<file path="src/rtl/delay_line_ctrl.sv">
// delay_line_ctrl: circular-buffer echo engine on a 16K x 16 dual-port SRAM.
// Port 1 reads the delayed sample, port 0 writes the mixed feedback sample.
`default_nettype none

module delay_line_ctrl #(
  parameter int ADDR_WIDTH = 14,
  parameter int DATA_WIDTH = 16,
  parameter int GAIN_WIDTH = 8
) (
  input  logic                  clk,
  input  logic                  rst_n,
  input  logic                  sample_valid,
  input  logic [DATA_WIDTH-1:0] sample_in,
  output logic                  sample_ready,
  input  logic [ADDR_WIDTH-1:0] delay_len,
  input  logic [GAIN_WIDTH-1:0] fb_gain,
  input  logic [GAIN_WIDTH-1:0] mix_gain,
  output logic                  out_valid,
  output logic [DATA_WIDTH-1:0] sample_out,
  output logic                  overrun,
  input  logic                  overrun_clr,
  output logic                  init_done,
  output logic                  sram_csb0,
  output logic                  sram_web0,
  output logic [ADDR_WIDTH-1:0] sram_addr0,
  output logic [DATA_WIDTH-1:0] sram_din0,
  output logic                  sram_csb1,
  output logic [ADDR_WIDTH-1:0] sram_addr1,
  input  logic [DATA_WIDTH-1:0] sram_dout1
);

  localparam int PW = DATA_WIDTH + GAIN_WIDTH + 1;
  localparam int SW = DATA_WIDTH + 2;

  typedef enum logic [2:0] {
    S_INIT = 3'd0,
    S_IDLE = 3'd1,
    S_RD   = 3'd2,
    S_WT   = 3'd3,
    S_MAC  = 3'd4,
    S_WR   = 3'd5
  } state_t;

  state_t                state_q;
  logic [ADDR_WIDTH-1:0] wr_ptr_q;
  logic [DATA_WIDTH-1:0] x_q;
  logic [ADDR_WIDTH-1:0] dlen_q;
  logic [GAIN_WIDTH-1:0] fbg_q;
  logic [GAIN_WIDTH-1:0] mixg_q;
  logic [DATA_WIDTH-1:0] d_q;
  logic                  ready_q;
  logic                  out_valid_q;
  logic [DATA_WIDTH-1:0] sample_out_q;
  logic                  overrun_q;
  logic                  init_done_q;
  logic                  csb0_q;
  logic                  web0_q;
  logic [ADDR_WIDTH-1:0] addr0_q;
  logic [DATA_WIDTH-1:0] din0_q;
  logic                  csb1_q;
  logic [ADDR_WIDTH-1:0] addr1_q;

  logic [PW-1:0]         fb_prod;
  logic [PW-1:0]         mix_prod;
  logic [SW-1:0]         fb_sum;
  logic [SW-1:0]         mix_sum;
  logic [DATA_WIDTH-1:0] fb_d;
  logic [DATA_WIDTH-1:0] y_d;

  function automatic logic [DATA_WIDTH-1:0] sat(input logic [SW-1:0] s);
    logic [DATA_WIDTH-1:0] r;
    if (s[SW-1:DATA_WIDTH-1] == '0 || s[SW-1:DATA_WIDTH-1] == '1) begin
      r = s[DATA_WIDTH-1:0];
    end else if (s[SW-1]) begin
      r = {1'b1, {(DATA_WIDTH-1){1'b0}}};
    end else begin
      r = {1'b0, {(DATA_WIDTH-1){1'b1}}};
    end
    return r;
  endfunction

  // Signed sample times unsigned Q0.8 gain; >>> on the product gives floor division.
  always_comb begin
    fb_prod  = $signed({{(GAIN_WIDTH+1){d_q[DATA_WIDTH-1]}}, d_q})
             * $signed({{(DATA_WIDTH+1){1'b0}}, fbg_q});
    mix_prod = $signed({{(GAIN_WIDTH+1){d_q[DATA_WIDTH-1]}}, d_q})
             * $signed({{(DATA_WIDTH+1){1'b0}}, mixg_q});
    fb_sum   = {{2{x_q[DATA_WIDTH-1]}}, x_q}
             + {fb_prod[PW-1], fb_prod[PW-1:GAIN_WIDTH]};
    mix_sum  = {{2{x_q[DATA_WIDTH-1]}}, x_q}
             + {mix_prod[PW-1], mix_prod[PW-1:GAIN_WIDTH]};
    fb_d     = sat(fb_sum);
    y_d      = sat(mix_sum);
  end

  always_ff @(posedge clk or negedge rst_n) begin
    if (!rst_n) begin
      state_q      <= S_INIT;
      wr_ptr_q     <= '0;
      x_q          <= '0;
      dlen_q       <= '0;
      fbg_q        <= '0;
      mixg_q       <= '0;
      d_q          <= '0;
      ready_q      <= 1'b0;
      out_valid_q  <= 1'b0;
      sample_out_q <= '0;
      overrun_q    <= 1'b0;
      init_done_q  <= 1'b0;
      csb0_q       <= 1'b1;
      web0_q       <= 1'b1;
      addr0_q      <= '0;
      din0_q       <= '0;
      csb1_q       <= 1'b1;
      addr1_q      <= '0;
    end else begin
      out_valid_q <= 1'b0;
      if (sample_valid && init_done_q && state_q != S_IDLE) begin
        overrun_q <= 1'b1;
      end else if (overrun_clr) begin
        overrun_q <= 1'b0;
      end

      case (state_q)
        // First edge opens the write at address 0; each later edge advances one word.
        S_INIT: begin
          if (csb0_q) begin
            csb0_q  <= 1'b0;
            web0_q  <= 1'b0;
            addr0_q <= '0;
            din0_q  <= '0;
          end else if (addr0_q == '1) begin
            csb0_q      <= 1'b1;
            web0_q      <= 1'b1;
            init_done_q <= 1'b1;
            ready_q     <= 1'b1;
            state_q     <= S_IDLE;
          end else begin
            addr0_q <= addr0_q + ADDR_WIDTH'(1);
          end
        end
        S_IDLE: begin
          if (sample_valid) begin
            x_q     <= sample_in;
            dlen_q  <= delay_len;
            fbg_q   <= fb_gain;
            mixg_q  <= mix_gain;
            csb1_q  <= 1'b0;
            addr1_q <= wr_ptr_q - delay_len;
            ready_q <= 1'b0;
            state_q <= S_RD;
          end
        end
        S_RD: begin
          csb1_q  <= 1'b1;
          state_q <= S_WT;
        end
        S_WT: begin
          d_q     <= (dlen_q == '0) ? '0 : sram_dout1;
          state_q <= S_MAC;
        end
        S_MAC: begin
          csb0_q       <= 1'b0;
          web0_q       <= 1'b0;
          addr0_q      <= wr_ptr_q;
          din0_q       <= fb_d;
          sample_out_q <= y_d;
          state_q      <= S_WR;
        end
        S_WR: begin
          csb0_q      <= 1'b1;
          web0_q      <= 1'b1;
          out_valid_q <= 1'b1;
          wr_ptr_q    <= wr_ptr_q + ADDR_WIDTH'(1);
          ready_q     <= 1'b1;
          state_q     <= S_IDLE;
        end
        default: state_q <= S_INIT;
      endcase
    end
  end

  assign sample_ready = ready_q;
  assign out_valid    = out_valid_q;
  assign sample_out   = sample_out_q;
  assign overrun      = overrun_q;
  assign init_done    = init_done_q;
  assign sram_csb0    = csb0_q;
  assign sram_web0    = web0_q;
  assign sram_addr0   = addr0_q;
  assign sram_din0    = din0_q;
  assign sram_csb1    = csb1_q;
  assign sram_addr1   = addr1_q;

endmodule

`default_nettype wire
</file>
<file path="config.mk">
export PLATFORM = sky130hd
export DESIGN_NAME = delay_line_ctrl
export DESIGN_NICKNAME = d
export VERILOG_FILES = /design/src/rtl/delay_line_ctrl.sv
export SDC_FILE = /design/constraint.sdc
export NUM_CORES = 1
export LEC_CHECK = 0
export CAP_MARGIN = 20
export CORE_AREA = 8 8 204 206
export DETAILED_ROUTE_END_ITERATION = 12
export DIE_AREA = 0 0 212 214
export GPL_TIMING_DRIVEN = 0
export PLACE_DENSITY = 0.69
export SETUP_SLACK_MARGIN = 0.1
export SKIP_CTS_REPAIR_TIMING = 1
export SLEW_MARGIN = 20
export SYNTH_ARGS = -nofsm -noshare
export SYNTH_HDL_FRONTEND = slang
export SYNTH_SLANG_ARGS = --single-unit
export TNS_END_PERCENT = 1
</file>
<file path="constraint.sdc">
create_clock -name clk -period 9.7 [get_ports clk]
set_clock_uncertainty 0.15 [all_clocks]
set_input_delay 1.455 -clock clk [delete_from_list [all_inputs] [get_ports clk]]
set_output_delay 1.455 -clock clk [all_outputs]
set_load 0.03 [all_outputs]
</file>
==> results of run 1 <==
## worst min path at each step
stage	end
4_1_cts	dlen_q[2]
6_report	dlen_q[7]
3_3_place_gp	dlen_q[3]
5_1_grt	dlen_q[3]
2_1_floorplan	dlen_q[7]
3_5_place_dp	dlen_q[2]
## synthesized netlist by cell type (6+ instances only)
library cell,n
inv_1,313
nand2_1,301
fa_1,205
dfrtp_1,143
ha_1,143
and2_1,137
clkbuf_1,64
xnor2_1,59
o21ai_0,57
a21oi_1,50
nor2_1,49
nand3_1,29
xor2_1,28
a21o_1,27
nor3_1,27
a221o_1,21
a22o_1,21
and3_1,14
a211oi_1,12
nand2b_1,12
nor2b_1,12
o221a_1,12
o21a_1,11
nand4_1,10
o31ai_1,10
nor4_1,9
and4_1,7
o21ai_1,7
or3_1,7
a31oi_1,6
or2_2,6
## routing by layer
layer	up-vias	global-route usage	part of all wire	wire length [um]
met4	0	0.06696	0.029	1428
li1	6413	-	-	-
met1	6842	0.2981	0.43	20870
met5	-	0	0	0
met3	80	0.06197	0.088	4240
met2	520	0.3441	0.45	21880
## worst max-delay path, delay by kind of cell, from the launching register on
kind / cells / cell delay (ns)
buffers and inverters: 6 / 1.29
and+or+nand+nor: 6 / 1.61
adders and majority gates: 6 / 2.62
DFF: 1 / 0.32
AOI/OAI and AO/OA: 8 / 1.88
xor gates and xnor gates: 1 / 0.17
muxes: 1 / 0.39
## final cells by class
type | count | share of cell area
plain buffers | 69 | 0.01427
clock buffers | 18 | 0.02236
clock inverters | 14 | 0.007389
inverters | 313 | 0.05981
multi-input cells | 1361 | 0.6081
flip-flops and latches | 146 | 0.1862
well taps | 518 | 0.03300
repair buffers | 133 | 0.06892
## per-stage QoR
step                instances  hold slack [ns]  area, um^2  setup WS (ns)  utilization
floorplan                1889           0.2914       17050          2.718            -
global placement         2539           0.3046       19020          1.020       0.4968
detailed placement       2540           0.3185       19050          1.314       0.4976
CTS                      2572           0.3325       19640          1.244       0.5129
global route             2572           0.3703       19640         0.7956       0.5130
finish                   2572           0.3334       19640          1.175       0.5130
## kinds of logic (layout without fill, tap and decap cells)
family,Yosys count,after routing
AND/OR/NAND/NOR,633,633
buffers and inverters,382,547
adder cells (fa/ha/maj),348,348
AO/OA/AOI/OAI,288,288
flip-flops,146,146
XOR/XNOR,89,89
multiplexers,3,3
## cells in the final DEF (no fill, tap or decap), drive strengths merged, types with 11 or more instances in the layout
master,count
a211oi,14
a21o,27
a21oi,53
a221o,21
a22o,21
and2,137
and3,14
clkbuf,82
clkdlybuf4s50,131
dfrtp,143
fa,205
ha,143
inv,319
nand2,301
nand2b,13
nand3,29
nor2,49
nor2b,12
nor3,28
o21a,11
o21ai,68
o221a,13
o31ai,13
xnor2,60
xor2,29
## registers in the layout (all words and copies together), names as in the netlist, 3 cells and up
register / cells
state_q: 3
mixg_q: 8
sram_addr0: 14
dlen_q: 14
sram_din0: 16
sample_out: 16
x_q: 16
d_q: 16
fbg_q: 8
sram_addr1: 14
wr_ptr_q: 14
==> run_results.csv, run 1 <==
group,metric,value,unit
outcome,status,"finished, final reports clean",
detailed_routing,wl,48420,um
hold_path,min_from,"dlen_q[7]",
synthesis,synth-xor-area-share,0.04660,
timing,finalHoldViolations,0,
critical_path,r2r_cells,28,
floorplanning,initial_utilization,0.4453,
clock_network,numCtsBuffers,17,
critical_path,regToRegSetupSlack,1.18,ns
cells_and_area,fillCellCount,3535,
critical_path,crit_type,"reg2reg",
cells_and_area,n_antenna_cell,0,
clock_network,cts_sinks,146,
timing,fmaxAchievable,0.1173,GHz
clock_network,cts_tree,"yes",
detailed_routing,avgRoutedWirePerCell,18.83,um
detailed_routing,via_per_inst,5.387,
critical_path,cp.required,9.93,ns
cells_and_area,multiInputGateArea,0.01194,mm^2
clock_network,cts_buffer_depth,2,
floorplanning,die-area,0.04537,mm^2
clock_network,root_buffer,"clkbuf_16",
timing,period_needed,8.525,ns
synthesis,yosys_warnings,0,
critical_path,endpoint_kind,"register",
cells_and_area,syn_to_final_growth,15.21,%
detailed_routing,dr.pass1.iters,6,
synthesis,synth_nets,2303,
synthesis,ys_seq_area_frac,0.2145,
synthesis,ys_ff_latch,146,
synthesis,synth_compound_gate_area_share,0.1256,
detailed_routing,final_antenna_net_count,0,
detailed_routing,drcViolationCount,0,
critical_path,max_stage_delay,0.59,ns
placement,dp_hpwl,38840,um
critical_path,rr_endpoint,"sample_out[2]",
timing,relSlewSlack,0.3113,
synthesis,synth_area_per_cell,9.026,um^2
hold_path,min_path_cells,2,
global_routing,grt_pass1_wl,79830,um
synthesis,yosys.area.top_type,"fa_1",
synthesis,ys_top_cells_by_area,"fa_1, dfrtp_1, ha_1, inv_1, nand2_1",
run,cap_violations,0,
placement,port_buffers,132,
timing,finalSetupViolCount,0,
cells_and_area,drive_gt1_frac,0.03749,
detailed_routing,num_vias,13860,
critical_path,cp_slowest_cell,"clkbuf_1",
global_routing,grt_pass1_vias,14570,
clock_network,cts.htree.levels,4,
detailed_routing,initialDrtViolationCount,1055,
timing,slew_viol_final,0,
synthesis,synthDistinctLibCells,80,
critical_path,crit_start,"mixg_q[1]",
critical_path,cpMostUsedCell,"fa_1",
critical_path,endpoint,"sample_out[2]",
global_routing,overflow,0,
cells_and_area,fin_nets,2455,
synthesis,synth_mux_area_frac,0.001908,
synthesis,yosys.area_share.simple,0.1804,
floorplanning,core,0.03829,mm^2
synthesis,async_flop_share,1.000,
timing,finalSetupTns,0,ns
floorplanning,die_w,212,um
synthesis,synth.top_cell.area_share,0.2407,
synthesis,synth-edff-count,0,
timing,tightest_slew,1.025,ns
synthesis,syn_inst,1889,
clock_network,clkTransAtPathRegs,0.07,ns
floorplanning,io_pins,133,
critical_path,reg2reg_from,"mixg_q[1]",
cells_and_area,final-seq-area,0.003657,mm^2
synthesis,synthAdderAreaFrac,0.3456,
global_routing,track_usage,0.2219,
critical_path,cp_data_arrival_time,8.76,ns
synthesis,syn-cell-area,0.01705,mm^2
critical_path,critPathMaxFanout,10,
hold_path,hp-class,"reg2reg",
floorplanning,die_h,214,um
global_routing,grt_max_degree,95,
timing,period_share,0.8788,
clock_network,clock_latency,0.45,ns
global_routing,antenna_found_initial,0,
timing,grt_setup_unrepaired,"false",
critical_path,critPathLaunchType,"register",
synthesis,synthFlopType,"dfrtp_1",
floorplanning,placementRows,72,
placement,place_congestion,0.9184,
synthesis,synth_top_family_by_area,"adder cells",
Power of run 1 is left out: the tool's default activity adds up to more than one toggle a clock period on the data nets, which glitch-free logic cannot reach.
==> inputs of run 2 (changes only) <==
--- a/config.mk
+++ b/config.mk
@@ -9,7 +9,6 @@
 export CORE_AREA = 8 8 204 206
 export DETAILED_ROUTE_END_ITERATION = 12
 export DIE_AREA = 0 0 212 214
-export GPL_TIMING_DRIVEN = 0
 export PLACE_DENSITY = 0.69
 export SETUP_SLACK_MARGIN = 0.1
 export SKIP_CTS_REPAIR_TIMING = 1
==> run_results.csv, run 2 (same netlist as run 1, synthesis figures left out) <==
group,metric,value,unit
placement,place_ws,2.121,ns
critical_path,endpoint_kind,"register",
global_routing,grt_max_degree,88,
detailed_routing,via_per_inst,5.359,
critical_path,regToRegSetupSlack,2.10,ns
cells_and_area,layout_common_cells,"inv_1, nand2_1, fa_1, ha_1, dfrtp_1",
critical_path,cp_slowest_cell,"dfrtp_1",
critical_path,critPathLaunchType,"register",
timing,relSlewSlack,0.3022,
placement,dp_hpwl,34840,um
clock_network,root_buffer,"clkbuf_16",
outcome,status,"finished, final reports clean",
timing,slew_viol_final,0,
cells_and_area,drive_gt1_frac,0.03674,
placement,place_congestion,0.8722,
critical_path,critPathMaxFanout,17,
critical_path,crit_type,"reg2reg",
clock_network,cts_tree,"yes",
global_routing,overflow,0,
timing,finalHoldViolations,0,
floorplanning,die_h,214,um
timing,setup_ws,2.099,ns
clock_network,cts_buffer_depth,2,
floorplanning,core,0.03829,mm^2
timing,grt_setup_unrepaired,"false",
run,cap_violations,0,
critical_path,crit_start,"d_q[7]",
critical_path,r2r_cells,26,
detailed_routing,dr.pass1.iters,6,
floorplanning,die_w,212,um
global_routing,antenna_found_initial,0,
global_routing,track_usage,0.2027,
critical_path,cp.required,9.92,ns
timing,finalSetupTns,0,ns
floorplanning,io_pins,133,
cells_and_area,fillCellCount,3524,
critical_path,cp_data_arrival_time,7.82,ns
cells_and_area,final_common_cell,"inv_1",
clock_network,cts_sinks,146,
clock_network,clock_latency,0.44,ns
timing,finalSetupViolCount,0,
critical_path,endpoint,"sample_out[11]",
global_routing,grt_pass1_wl,74180,um
detailed_routing,initialDrtViolationCount,870,
global_routing,grt_pass1_vias,14160,
cells_and_area,fin_nets,2389,
detailed_routing,drcViolationCount,0,
detailed_routing,num_vias,13420,
cells_and_area,n_antenna_cell,0,
critical_path,reg2reg_from,"d_q[7]",
cells_and_area,syn_to_final_growth,13.42,%
hold_path,hp-class,"reg2reg",
clock_network,cts.htree.levels,4,
detailed_routing,wl,44310,um
critical_path,rr_endpoint,"sample_out[11]",
floorplanning,initial_utilization,0.4453,
timing,period_needed,7.601,ns
cells_and_area,final-seq-area,0.003657,mm^2
clock_network,clkTransAtPathRegs,0.07,ns
critical_path,max_stage_delay,0.71,ns
cells_and_area,multiInputGateArea,0.01195,mm^2
detailed_routing,avgRoutedWirePerCell,17.69,um
floorplanning,die-area,0.04537,mm^2
floorplanning,placementRows,72,
timing,tightest_slew,1.043,ns
cells_and_area,post-route-util,0.5051,
timing,period_share,0.7836,
detailed_routing,final_antenna_net_count,0,
timing,fmaxAchievable,0.1316,GHz
clock_network,numCtsBuffers,17,
placement,port_buffers,132,
[run 2: worst min path at each step]
stage / from / end / slack, ns / depth (start not counted)
after floorplan: dlen_q[7] / dlen_q[7] / 0.29 / 2
after global placement: dlen_q[3] / dlen_q[3] / 0.31 / 2
after detailed placement: dlen_q[3] / dlen_q[3] / 0.32 / 2
after CTS: dlen_q[3] / dlen_q[3] / 0.33 / 2
after global routing: dlen_q[5] / dlen_q[5] / 0.36 / 2
final: dlen_q[3] / dlen_q[3] / 0.32 / 2
[run 2: routing by layer]
metal,vias to the layer above,GRT usage,part of all wire
li1,6277,-,-
met1,6688,0.2669,0.44
met2,393,0.3229,0.46
met3,66,0.05729,0.073
met4,0,0.05468,0.023
met5,-,0,0
[run 2: layout make-up]
type | count | share of cell area
clock inverters | 10 | 0.005111
repair buffers | 136 | 0.06994
multi-input cells | 1361 | 0.6178
well taps | 518 | 0.03351
flip-flops and latches | 146 | 0.1891
inverters | 313 | 0.06075
clock buffers | 21 | 0.02381
[run 2: critical path: cells and delay by family, from the launching register on]
family          cells  cell delay [ns]
mux                 1             0.40
buf+inv             4             0.25
flops               1             0.71
xor+xnor            1             0.16
compound gates      8             1.79
simple gates        6             1.48
fa+ha+maj           6             2.56
[run 2: through the flow]
step	area [um^2]	hold slack, ns	instances
after global placement	18780	0.3086	2474
final	19340	0.3241	2505
after floorplan	17050	0.2914	1889
after detailed placement	18780	0.3173	2474
after CTS	19340	0.3321	2505
after global routing	19340	0.3585	2505
Power of run 2 is left out for the same reason.
==> inputs of run 3 (changes only) <==
==> constraint.sdc (replaced) <==
create_clock -name clk -period 7.4 [get_ports clk]
set_clock_uncertainty 0.15 [all_clocks]
set_input_delay 1.11 -clock clk [delete_from_list [all_inputs] [get_ports clk]]
set_output_delay 1.11 -clock clk [all_outputs]
set_load 0.03 [all_outputs]
==> run_results.csv, run 3 (same netlist as run 1, synthesis figures left out) <==
group,metric,value,unit
outcome,status,"finished, final reports clean",
global_routing,grt_pass1_wl,75100,um
floorplanning,initial_utilization,0.4453,
global_routing,track_usage,0.2053,
timing,tightest_slew,1.067,ns
cells_and_area,drive_gt1_frac,0.07760,
detailed_routing,avgRoutedWirePerCell,17.86,um
clock_network,cts_tree,"yes",
timing,hold_ws,0.3345,ns
clock_network,clkTransAtPathRegs,0.07,ns
timing,finalHoldViolations,0,
detailed_routing,initialDrtViolationCount,967,
detailed_routing,drcViolationCount,0,
cells_and_area,final_common_cell,"inv_1",
detailed_routing,final_antenna_net_count,0,
clock_network,cts.htree.levels,4,
critical_path,regToRegSetupSlack,0.38,ns
timing,finalSetupViolCount,0,
clock_network,root_buffer,"clkbuf_16",
placement,dp_hpwl,35870,um
timing,grt_setup_unrepaired,"true",
cells_and_area,fin_nets,2437,
critical_path,critPathMaxFanout,14,
floorplanning,die-area,0.04537,mm^2
placement,place_congestion,0.9019,
detailed_routing,num_vias,13490,
timing,period_share,0.9488,
global_routing,overflow,0,
cells_and_area,multiInputGateArea,0.01209,mm^2
critical_path,endpoint_kind,"register",
critical_path,critPathLaunchType,"register",
floorplanning,placementRows,72,
cells_and_area,syn_to_final_growth,16.86,%
critical_path,max_stage_delay,0.55,ns
detailed_routing,dr.pass1.iters,7,
timing,slew_viol_final,0,
run,cap_violations,0,
clock_network,cts_sinks,146,
critical_path,cp.required,7.56,ns
cells_and_area,fin_cells,2554,
detailed_routing,via_per_inst,5.280,
timing,period_needed,7.021,ns
cells_and_area,fillCellCount,3529,
floorplanning,die_h,214,um
global_routing,grt_pass1_vias,14240,
critical_path,cp_slowest_cell,"fa_1",
clock_network,clock_latency,0.44,ns
detailed_routing,wl,45610,um
hold_path,hp-class,"reg2reg",
placement,port_buffers,132,
floorplanning,io_pins,133,
timing,relSlewSlack,0.2864,
critical_path,crit_type,"reg2reg",
cells_and_area,n_antenna_cell,0,
global_routing,antenna_found_initial,1,
critical_path,cp_data_arrival_time,7.19,ns
placement,dp_cells,2498,
cells_and_area,layout_common_cells,"inv_1, nand2_1, fa_1, ha_1, and2_1",
floorplanning,core,0.03829,mm^2
timing,fmaxAchievable,0.1424,GHz
global_routing,grt_max_degree,80,
clock_network,numCtsBuffers,17,
cells_and_area,final-seq-area,0.003684,mm^2
floorplanning,die_w,212,um
clock_network,cts_buffer_depth,2,
==> run 3: changes by cell type in the layout (fill, tap and decap cells not counted), sizes merged <==
cell,change
buf,+48
bufinv,-1
clkbuf,-2
clkinv,+1
inv,+3
==> run 3: metal layers <==
metal,global-route usage,up-vias,part of all wire
met4,0.05097,2,0.019
met2,0.3300,414,0.47
li1,-,6367,-
met5,0,-,0.00029
met3,0.05525,53,0.076
met1,0.2715,6650,0.43
==> run 3: critical path: cells and delay by family (launching register included) <==
family,cells,cell delay [ns]
DFF,1,0.45
and+or+nand+nor,2,0.47
adders and majority gates,6,2.68
AOI/OAI and AO/OA,12,2.19
xor gates and xnor gates,2,0.37
buffers and inverters,5,0.59
==> run 3: layout make-up <==
cell class	count	area share
Tap cell	518	0.03253
Clock buffer	19	0.02273
Sequential cell	146	0.1849
Multi-Input combinational cell	1361	0.6068
Inverter	313	0.05897
Timing Repair Buffer	184	0.08823
Clock inverter	13	0.005903
==> run 3: path summary, 6_finish.rpt <==
check	from	to	cells past startpoint
hold / removal	dlen_q[11]	dlen_q[11]	2
setup / recovery	d_q[5]	sram_din0[4]	27
setup reg to reg	d_q[5]	sram_din0[4]	27
hold reg to reg	dlen_q[11]	dlen_q[11]	2
min in group asynchronous	rst_n	sram_addr1[10]	1
max in group asynchronous	rst_n	d_q[1]	3
==> run 3: per-stage QoR <==
stage	cell area [um^2]	worst slack (ns)	TNS [ns]	utilization
finish	19920	0.3787	0	0.5204
global route	19920	0.07094	0	0.5204
CTS	19530	-0.009734	-0.03131	0.5101
detailed placement	18960	0.04583	0	0.4952
global placement	18960	0.2179	0	0.4952
floorplan	17050	0.4177	0	-
Power of run 3 is left out for the same reason.
==> RTL change 1 (config.mk and constraints of run 1) <==
The parameter `ADDR_WIDTH` goes from 14 to 13.
--- a/src/rtl/delay_line_ctrl.sv
+++ b/src/rtl/delay_line_ctrl.sv
@@ -3,7 +3,7 @@
 `default_nettype none
 
 module delay_line_ctrl #(
-  parameter int ADDR_WIDTH = 14,
+  parameter int ADDR_WIDTH = 13,
   parameter int DATA_WIDTH = 16,
   parameter int GAIN_WIDTH = 8
 ) (
Interface: changed (resized delay_len, sram_addr0 and sram_addr1); port bits go from 133 to 130. No check against the original RTL was run, so the function may have changed too.
==> RTL change 1 against run 1 <==
- setup slack lost 44 ps
- sequential share of layout area shrank 0.071 points
- critical path depth is the same
- synthesized area shrank 2.5%
- first-iteration DRC count shrank 25%
- routed wire length shrank 4.1%
- synthesized cell count shrank 1.1%
- critical path type unchanged
- cell area shrank 2.4%
- sequential cell count shrank 4
- maximum frequency shrank 0.51%
Power is not shown: default switching activity piles up to over one toggle a cycle in this logic, so the estimate is an artifact.
==> RTL change 1: results <==
set metrics [dict create \
    globalplace.congestion 0.932 \
    cp_top_family "compound AO/OA/AOI/OAI gates" \
    grt_util_all_layers_pct 21.1 \
    wl_met2_um 22000 \
    dr.pass1.iters 5 \
    whs_ps 322 \
    dp.cells 2517 \
    numPortBuffers 129 \
    drive_gt1_share_pct 2.95 \
    status "complete, no violations" \
    slowest_stage "fa_1" \
    cpPeakStageDelay_ps 550 \
    synth.distinct_cells 66 \
    fin_nets 2430 \
    grt_pass1_wl_um 76100 \
    hold-path-endpoint "sram_addr1[4]$_DFFE_PN0P_" \
    clock.fmax_mhz 117 \
    nFillCells 3560 \
    clock_latency_ps 470 \
    yosysSeqAreaShare_pct 21.4 \
    reg2reg_from "fbg_q[1]$_DFFE_PN0P_" \
    cts_max_level 4 \
    max_slew.worst_pin.slew_ps 921 \
    hp-start "sram_addr1[4]$_DFFE_PN0P_" \
    synthCells 1869 \
    synth_compound_area_share_pct 12.0 \
    wire_per_inst_um 18.2 \
    crit_arrival_ps 8780 \
    synth_xor_area_share_pct 4.69 \
    grt_pass1_vias 14300 \
    multiInputGateArea_um2 11600 \
    hpwl_um 37300 \
    drtIter0Drc 791 \
    clk_pin_slew_worst_paths_ps 90 \
    synth_common_cells "inv_1 (320), nand2_1 (312), fa_1 (205), ha_1 (142), dfrtp_1 (139)" \
    drt-met1-wl_um 19900 \
    synth_top_cells_by_area "fa_1 (25%), dfrtp_1 (21%), ha_1 (11%), inv_1 (7.2%), nand2_1 (7.0%)" \
    synthAdderAreaFrac_pct 35.4 \
]
[RTL change 1: cell count changes after synthesis, sizes merged, moves of 6 or more]
cell	run 1	this run
o211ai	5	12
nor4	10	4
nand3	29	20
o21a	11	18
and2	137	131
o31ai	13	4
inv	313	322
nand4	10	19
and3	14	7
nand2b	13	7
a21oi	53	67
nand2	301	312
o221a	13	0
[RTL change 1: kinds of logic after synthesis]
kind of cell | Yosys count
simple gates | 610
flops | 142
xor+xnor | 89
fa+ha+maj | 347
buf+inv | 387
compound gates | 291
mux | 3
[RTL change 1: layout make-up]
class	count	share of cell area, %
Clock buffer	18	2.24
Inverter	322	6.30
Tap cell	518	3.38
Multi-Input combinational cell	1340	60.5
Sequential cell	142	18.5
Buffer	65	1.34
Clock inverter	14	0.763
Timing Repair Buffer	130	6.90
[RTL change 1: metal layers]
metal | up-vias | GRT usage (%)
li1 | 6281 | -
met1 | 6783 | 27.6
met2 | 453 | 34.6
met3 | 88 | 4.12
met4 | 0 | 7.04
met5 | - | 0
==> RTL change 2 (settings of run 1) <==
Without the edit above. The 6 states of `state_t` get a Gray code encoding in 3 bits.
--- a/src/rtl/delay_line_ctrl.sv
+++ b/src/rtl/delay_line_ctrl.sv
@@ -33,12 +33,12 @@
   localparam int SW = DATA_WIDTH + 2;
 
   typedef enum logic [2:0] {
-    S_INIT = 3'd0,
-    S_IDLE = 3'd1,
-    S_RD   = 3'd2,
-    S_WT   = 3'd3,
-    S_MAC  = 3'd4,
-    S_WR   = 3'd5
+    S_INIT = 3'b000,
+    S_IDLE = 3'b001,
+    S_RD   = 3'b011,
+    S_WT   = 3'b010,
+    S_MAC  = 3'b110,
+    S_WR   = 3'b111
   } state_t;
 
   state_t                state_q;
Formal check against the unedited RTL: no difference found for any inputs over 10 cycles, from zero or initial values and one cycle with rst_n low; not proved beyond that.
==> RTL change 2 against run 1 <==
- sequential share of layout area grew 0.42 points
- cell count is 1.7% lower
- cell area shrank 2.2%
- synthesized area shrank 2.4%
- setup slack worse by 160 ps
- hold slack worse by 3.2 ps
- first-iteration DRC count decreased by 19%
- routed wire length shrank 8.2%
- sequential cell count unchanged
- critical endpoint is now sample_out[9]$_DFFE_PN0P_
Power is left out: it rests on default switching activity, and per cell area and clock period it moved more than threefold.
==> RTL change 2: results <==
set metrics [dict create \
    status "complete, no violations" \
    yosysSeqAreaShare_pct 22.0 \
    drt_wl_total_um 44400 \
    cp_top_family "compound AO/OA/AOI/OAI gates" \
    synth_xor_area_share_pct 5.00 \
    grt_use_met3_pct 4.81 \
    synth_compound_area_share_pct 11.7 \
    crit_arrival_ps 8920 \
    rr_worst_depth 28 \
    slowest_stage "a311oi_1" \
    synth_common_cells "inv_1 (313), nand2_1 (308), fa_1 (205), dfrtp_1 (143), ha_1 (143)" \
    drtIter0Drc 853 \
    drt-met1-wl_um 19200 \
    cpPeakStageDelay_ps 700 \
    n_antenna_cell 0 \
    hp-start "dlen_q[5]$_DFFE_PN0P_" \
    reg2reg_slack_ps 1010 \
    synthMuxAreaShare_pct 0.135 \
    syn-num-nets 2259 \
    grt_util_met1_pct 26.8 \
    antenna_found_initial 3 \
    grt_max_degree 88 \
    whs_ps 330 \
    grt_util_all_layers_pct 20.3 \
    max_slew.worst_pin.slew_ps 1110 \
    globalplace.congestion 0.911 \
    regToRegEndpoint "sample_out[9]$_DFFE_PN0P_" \
    async_flop_share_pct 100 \
    gr-usage-met2_pct 32.1 \
    drive_gt1_share_pct 2.84 \
    wl_met2_um 20300 \
    grt_pass1_wl_um 73200 \
    fin_nets 2411 \
    synth_top_cells_by_area "fa_1 (25%), dfrtp_1 (22%), ha_1 (11%), inv_1 (7.1%), nand2_1 (6.9%)" \
    synthAdderAreaFrac_pct 35.4 \
    dr.pass1.iters 5 \
    hpwl_um 36000 \
    yosys_warnings 0 \
    synth.distinct_cells 68 \
    hold-path-endpoint "dlen_q[5]$_DFFE_PN0P_" \
    highest_layer "met5" \
    cts_buffers 17 \
    wl_met3_um 3310 \
    reg2reg_from "d_q[4]$_DFFE_PN0P_" \
    nFillCells 3577 \
]
-- RTL change 2: cell count changes after synthesis, sizes merged, moves of 6 or more --
cell / run 1 / this run
a211oi: 14 / 7
a21oi: 53 / 47
a221o: 21 / 34
nand2: 301 / 308
nand3: 29 / 18
nor2: 49 / 57
nor3: 28 / 16
o221a: 13 / 0
o31ai: 13 / 3
-- RTL change 2: worst reg2reg max path: cells and delay by family (launching register included) --
kind / cells / cell delay (ps)
compound gates: 11 / 3290
xor+xnor: 1 / 160
fa+ha+maj: 6 / 2390
buf+inv: 5 / 900
flops: 1 / 540
simple gates: 5 / 1200
-- RTL change 2: through the flow --
stage / worst slack, ps / util (%) / cells / cell area (µm²)
detailed placement: 1060 / 48.7 / 2496 / 18600
floorplan: 2650 / - / 1845 / 16600
global placement: 1110 / 48.6 / 2495 / 18600
global route: 459 / 50.2 / 2528 / 19200
finish: 1010 / 50.2 / 2528 / 19200
CTS: 997 / 50.2 / 2528 / 19200
-- RTL change 2: final cells by class --
| type | count | area (µm²) | area share, % |
|---|---|---|---|
| flip-flops and latches | 146 | 3660 | 19.0 |
| well taps | 518 | 648 | 3.37 |
| clock buffers | 18 | 439 | 2.29 |
| multi-input cells | 1322 | 11600 | 60.2 |
| inverters | 313 | 1170 | 6.12 |
| clock inverters | 14 | 133 | 0.690 |
| plain buffers | 64 | 245 | 1.28 |
| repair buffers | 133 | 1350 | 7.05 |
-- RTL change 2: kinds of logic (layout without fill, tap and decap cells) --
family,count (synthesis),count (layout)
AO/OA/AOI/OAI,269,269
XOR/XNOR,95,95
multiplexers,2,2
AND/OR/NAND/NOR,608,608
adder cells (fa/ha/maj),348,348
flip-flops,146,146
buffers and inverters,377,542
